$ cat src/rtl/stack_ctrl_if.sv
// Stack controller bus: CPU request/response side plus memstack port.
// master = CPU/memory side, slave = controller.
interface stack_ctrl_if #(
    parameter int WIDTH  = 16,
    parameter int NWORDS = 1024
);
    localparam int AW = $clog2(NWORDS);

    logic             push;
    logic             pop;
    logic [WIDTH-1:0] push_data;
    logic             req_ready;
    logic [WIDTH-1:0] pop_data;
    logic             pop_valid;
    logic [AW:0]      count;
    logic             full;
    logic             empty;
    logic             overflow;
    logic             underflow;
    logic             clr_err;
    logic [AW-1:0]    mem_a;
    logic             mem_we;
    logic [WIDTH-1:0] mem_din;
    logic [WIDTH-1:0] mem_dout;

    modport master (
        output push, pop, push_data, clr_err, mem_dout,
        input  req_ready, pop_data, pop_valid, count, full, empty,
        input  overflow, underflow, mem_a, mem_we, mem_din
    );

    modport slave (
        input  push, pop, push_data, clr_err, mem_dout,
        output req_ready, pop_data, pop_valid, count, full, empty,
        output overflow, underflow, mem_a, mem_we, mem_din
    );
endinterface

$ cat src/rtl/stack_ctrl.sv
// Stack controller: owns push/pop/replace protocol on a memstack port.
// One operation per two cycles; errors are sticky and side-effect free.
module stack_ctrl #(
    parameter int WIDTH  = 16,
    parameter int NWORDS = 1024
) (
    input logic         clk,
    input logic         reset,
    stack_ctrl_if.slave bus
);
    localparam int AW = $clog2(NWORDS);
    localparam logic [AW:0] FULLV = (AW+1)'(NWORDS);
    localparam logic [AW:0] ONE   = (AW+1)'(1);

    typedef enum logic [1:0] {IDLE, WRITE, READ, SWAP} state_t;

    state_t           state, state_n;
    logic [AW:0]      count;
    logic [AW:0]      top;
    logic [WIDTH-1:0] hold;
    logic [WIDTH-1:0] pdata;
    logic             pvalid;
    logic             ovf, unf;
    logic             idle, req, full, empty;
    logic             set_ovf, set_unf;
    logic             we;

    assign idle  = (state == IDLE);
    assign req   = idle && (bus.push || bus.pop);
    assign full  = (count == FULLV);
    assign empty = (count == '0);
    assign top   = count - ONE;

    always_comb begin
        state_n  = state;
        set_ovf  = 1'b0;
        set_unf  = 1'b0;
        we       = 1'b0;
        bus.mem_a = top[AW-1:0];
        unique case (state)
            IDLE: begin
                if (req) begin
                    if (bus.push && full)
                        set_ovf = 1'b1;
                    else if (bus.pop && empty)
                        set_unf = 1'b1;
                    else if (bus.push && bus.pop)
                        state_n = SWAP;
                    else if (bus.push)
                        state_n = WRITE;
                    else
                        state_n = READ;
                end
            end
            WRITE: begin
                we        = 1'b1;
                bus.mem_a = count[AW-1:0];
                state_n   = IDLE;
            end
            READ: state_n = IDLE;
            SWAP: begin
                // old top is read through mem_dout before this write lands
                we      = 1'b1;
                state_n = IDLE;
            end
            default: state_n = IDLE;
        endcase
    end

    always_ff @(posedge clk) begin
        if (!reset) begin
            state  <= IDLE;
            count  <= '0;
            hold   <= '0;
            pdata  <= '0;
            pvalid <= 1'b0;
            ovf    <= 1'b0;
            unf    <= 1'b0;
        end else begin
            state  <= state_n;
            pvalid <= 1'b0;
            if (req)
                hold <= bus.push_data;
            if (state == WRITE)
                count <= count + ONE;
            if (state == READ)
                count <= count - ONE;
            if (state == READ || state == SWAP) begin
                pdata  <= bus.mem_dout;
                pvalid <= 1'b1;
            end
            ovf <= set_ovf || (ovf && !bus.clr_err);
            unf <= set_unf || (unf && !bus.clr_err);
        end
    end

    assign bus.mem_we    = we && reset;
    assign bus.mem_din   = hold;
    assign bus.req_ready = idle;
    assign bus.pop_data  = pdata;
    assign bus.pop_valid = pvalid;
    assign bus.count     = count;
    assign bus.full      = full;
    assign bus.empty     = empty;
    assign bus.overflow  = ovf;
    assign bus.underflow = unf;
endmodule

$ cat src/flat_wrapper.sv
// flat-port wrapper written by rule: the top's interface ports become plain ports
module stack_ctrl_flat 
#(
    parameter int WIDTH  = 16,
    parameter int NWORDS = 1024
)
  (clk, reset, bus_push, bus_pop, bus_push_data, bus_clr_err, bus_mem_dout, bus_req_ready, bus_pop_data, bus_pop_valid, bus_count, bus_full, bus_empty, bus_overflow, bus_underflow, bus_mem_a, bus_mem_we, bus_mem_din);
  stack_ctrl_if #(.WIDTH(WIDTH), .NWORDS(NWORDS)) bus_i ();
  input logic clk;
  input logic reset;
  input wire logic [$bits(bus_i.push)-1:0] bus_push;
  input wire logic [$bits(bus_i.pop)-1:0] bus_pop;
  input wire logic [$bits(bus_i.push_data)-1:0] bus_push_data;
  input wire logic [$bits(bus_i.clr_err)-1:0] bus_clr_err;
  input wire logic [$bits(bus_i.mem_dout)-1:0] bus_mem_dout;
  output wire logic [$bits(bus_i.req_ready)-1:0] bus_req_ready;
  output wire logic [$bits(bus_i.pop_data)-1:0] bus_pop_data;
  output wire logic [$bits(bus_i.pop_valid)-1:0] bus_pop_valid;
  output wire logic [$bits(bus_i.count)-1:0] bus_count;
  output wire logic [$bits(bus_i.full)-1:0] bus_full;
  output wire logic [$bits(bus_i.empty)-1:0] bus_empty;
  output wire logic [$bits(bus_i.overflow)-1:0] bus_overflow;
  output wire logic [$bits(bus_i.underflow)-1:0] bus_underflow;
  output wire logic [$bits(bus_i.mem_a)-1:0] bus_mem_a;
  output wire logic [$bits(bus_i.mem_we)-1:0] bus_mem_we;
  output wire logic [$bits(bus_i.mem_din)-1:0] bus_mem_din;
  assign bus_i.push = bus_push;
  assign bus_i.pop = bus_pop;
  assign bus_i.push_data = bus_push_data;
  assign bus_i.clr_err = bus_clr_err;
  assign bus_i.mem_dout = bus_mem_dout;
  assign bus_req_ready = bus_i.req_ready;
  assign bus_pop_data = bus_i.pop_data;
  assign bus_pop_valid = bus_i.pop_valid;
  assign bus_count = bus_i.count;
  assign bus_full = bus_i.full;
  assign bus_empty = bus_i.empty;
  assign bus_overflow = bus_i.overflow;
  assign bus_underflow = bus_i.underflow;
  assign bus_mem_a = bus_i.mem_a;
  assign bus_mem_we = bus_i.mem_we;
  assign bus_mem_din = bus_i.mem_din;
  stack_ctrl #(.WIDTH(WIDTH), .NWORDS(NWORDS)) u_core (.clk(clk), .reset(reset), .bus(bus_i));
endmodule
$ cat config.mk
export PLATFORM = sky130hd
export DESIGN_NAME = stack_ctrl_flat
export DESIGN_NICKNAME = d
export VERILOG_FILES = /design/src/rtl/stack_ctrl_if.sv /design/src/rtl/stack_ctrl.sv /design/src/flat_wrapper.sv
export SDC_FILE = /design/constraint.sdc
export NUM_CORES = 1
export LEC_CHECK = 0
export ABC_AREA = 1
export BUFFER_PORTS_ARGS = -buffer_cell sky130_fd_sc_hd__buf_2
export CORE_ASPECT_RATIO = 1.1
export CORE_UTILIZATION = 50
export CTS_BUF_LIST = sky130_fd_sc_hd__clkbuf_8 sky130_fd_sc_hd__clkbuf_16
export DETAILED_ROUTE_END_ITERATION = 12
export GPL_ROUTABILITY_DRIVEN = 0
export PLACE_DENSITY = 0.92
export SYNTH_ARGS = -nofsm -noshare
export SYNTH_HDL_FRONTEND = slang
export SYNTH_SLANG_ARGS = --single-unit
$ cat constraint.sdc
create_clock -name clk -period 2.6 [get_ports clk]
set_input_delay 0.39 -clock clk [delete_from_list [all_inputs] [get_ports clk]]
set_output_delay 0.39 -clock clk [all_outputs]
set_load 0.02 [all_outputs]
==> qor.csv <==
metric,value,unit
Least-Margin Pin Slew,0.5992,ns
die width,69.35,um
# setup viols final,0,
async set-or-reset flop fraction in the synthesized netlist,0,%
initial antenna violation count,0,
Setup Buffers After CTS,0,
post-synth top area cell,dfxtp_1,
final instance area,3092,um^2
Final Hold Viols,0,
Cells after Synth,355,
total track usage,24.23,%
met3 GRT Util,6.349,%
DIE AREA,5276,um^2
drt initial violations,194,
"Clk pin slew, worst setup/hold paths",0.10,ns
total grt overflow,0,
Num CTS Buffers,5,
outcome,finished clean,
I/O pin count,97,
P per Cell Area,1536,nW/um^2
Placement Cell Area,2954,um^2
worst-path fanout max,8,
Buffers on Ports,96,
met1 Track Usage GR,27.81,%
vias after detailed routing,2604,
Clock Sinks,48,
Yosys cell types,30,
Synth top area share,38.52,%
Static Leakage,0.001537,uW
GRT busiest layer,met2,
Worst Hold Class,primary input to flip-flop,
Final Max Slew Viols,0,
#FFs+latches synth,48,
CP Capture Type,primary output,
core box area,4717,um^2
Rows,26,
Worst slew margin,60.06,%
unrepaired setup endpoints after global routing,no,
DIE HEIGHT,76.09,um
Nets,486,
n_diodes,0,
max frequency,435.3,MHz
post-synthesis sequential area ratio,38.52,%
part of the cycle the worst path needs,88.37,%
CP startpoint kind,flip-flop,
Post-CTS Hold Buffers,0,
first-pass GRT wire length,10540,um
Starting Density,52.89,%
synthesized cell area,2495,um^2
setup_tns,0,ns
Routed Antenna Nets,0,
number of global-route vias before repair,2413,
synth warn,0,
Max VDD drop,0.0007838,V
post-cts sizing count,0,
post-route DRC violation count,0,
Design Power,4750,uW
max-cap violation count,0,
Worst Path Required,2.21,ns
Clock Tree Root,clkbuf_8,
Routed WL,6255,um
fillers,424,
Syn Nets,399,
synthesized area per cell,7.028,um^2
Synth Flop Type,dfxtp_1,
DP HPWL,4655,um
drt pass-1 iters,4,
DR vias/cell,5.218,
CTS tree,built,
H-tree depth,2,
final cell count without fillers,499,
worst-skew pair later-pin latency,0.30,ns
min cycle time layout,2.298,ns
dpl cells,491,
leading post-synthesis cells by cell area,"dfxtp_1, nor2_1, o21ai_0",
largest net degree at the start of global routing,41,
clock skew,0.009226,ns
met2 GRT Util,43.11,%
CP arrival,1.91,ns
layout cell share with drive strength beyond 1,30.02,%
Clock Tree Buf Depth,2,
WL/cell,12.54,um
area grow syn2layout,23.92,%
Crit Path Category,flip-flop to primary output,
post-layout util,65.54,%
Post-synth EDFFs,0,
==> Yosys cell counts (2+ instances only) <==
cell type	number
nor2_1	87
o21ai_0	51
dfxtp_1	48
nand2_1	48
inv_1	20
a21oi_1	15
nand3_1	13
buf_2	7
ha_1	7
clkbuf_1	6
nor2_2	6
inv_2	5
nand2_2	5
nand4_1	5
nor2_4	5
xor2_1	4
a31oi_1	3
buf_6	3
clkinv_1	3
o21ai_1	3
nand4_2	2
==> metal layers <==
layer	share of wire (%)	wire (um)
met3	8.1	505
met1	40	2479
met2	50	3137
met5	0	0
met4	2.1	132
==> metrics by stage <==
stage | setup slack [ns] | hold WS [ns]
detailed placement | 0.6498 | 0.4578
floorplan | 0.5490 | 0.5249
finish | 0.3025 | 0.3050
global placement | 0.7314 | 0.4538
global route | 0.1965 | 0.2980
CTS | 0.3052 | 0.2954
==> sequential cells by signal (all words and copies together) (netlist names) <==
| name | count |
|---|---|
| u_core.state | 2 |
| u_core.bus.pop_valid | 1 |
| u_core.bus.mem_din | 16 |
| u_core.bus.pop_data | 16 |
| u_core.bus.underflow | 1 |
| u_core.bus.overflow | 1 |
| u_core.bus.count | 11 |
==> cell families (layout without fill, tap and decap cells) <==
family | Yosys count | after routing | synth area share, %
flops | 48 | 48 | 38.52
fa+ha+maj | 7 | 7 | 3.510
buf+inv | 46 | 134 | 8.475
compound gates | 74 | 74 | 15.25
xor+xnor | 6 | 6 | 2.407
simple gates | 174 | 174 | 31.85
==> worst max-delay path, stage by stage, from the launching register on <==
cell and delay (ns):
dfxtp_1 0.40, inv_1 0.21, ha_1 0.25, nand2_2 0.10, nor2_4 0.14, xor2_2 0.16
nand2_1 0.06, o21ai_0 0.08, buf_2 0.19
==> report_power, final <==
part,switching (uW),internal [uW]
Combinational,1900,918
Sequential,254,1020
Clock,263,387
Total,2420,2330
==> layout make-up <==
| class | count | area (um^2) | area share (%) |
|---|---|---|---|
| Multi-Input combinational cell | 261 | 1323 | 42.78 |
| Sequential cell | 48 | 960.9 | 31.08 |
| Timing Repair Buffer | 98 | 495.5 | 16.03 |
| Inverter | 28 | 105.1 | 3.399 |
| Tap cell | 56 | 70.07 | 2.266 |
| Clock buffer | 5 | 68.82 | 2.226 |
| Clock inverter | 3 | 68.82 | 2.226 |
==> layout by cell type (no fill, tap or decap), drive strengths merged, types with 3 or more instances in the layout <==
cell,count
nor2,99
buf,98
o21ai,54
nand2,54
dfxtp,48
inv,26
a21oi,15
nand3,14
ha,7
nand4,7
clkbuf,5
xor2,5
clkinv,3
a31oi,3
==> path summary, 6_finish.rpt <==
check                           start                 endpoint  cells after the start  slack, ns
setup / recovery  u_core.bus.count[0]             bus_mem_a[8]                      8       0.30
hold / removal       bus_push_data[4]    u_core.bus.mem_din[4]                      3       0.31
setup reg to reg      u_core.state[0]  u_core.bus.pop_data[13]                      7       0.70
hold reg to reg   u_core.bus.overflow      u_core.bus.overflow                      2       0.47
Note: power is estimated with default switching activity, not from simulation.
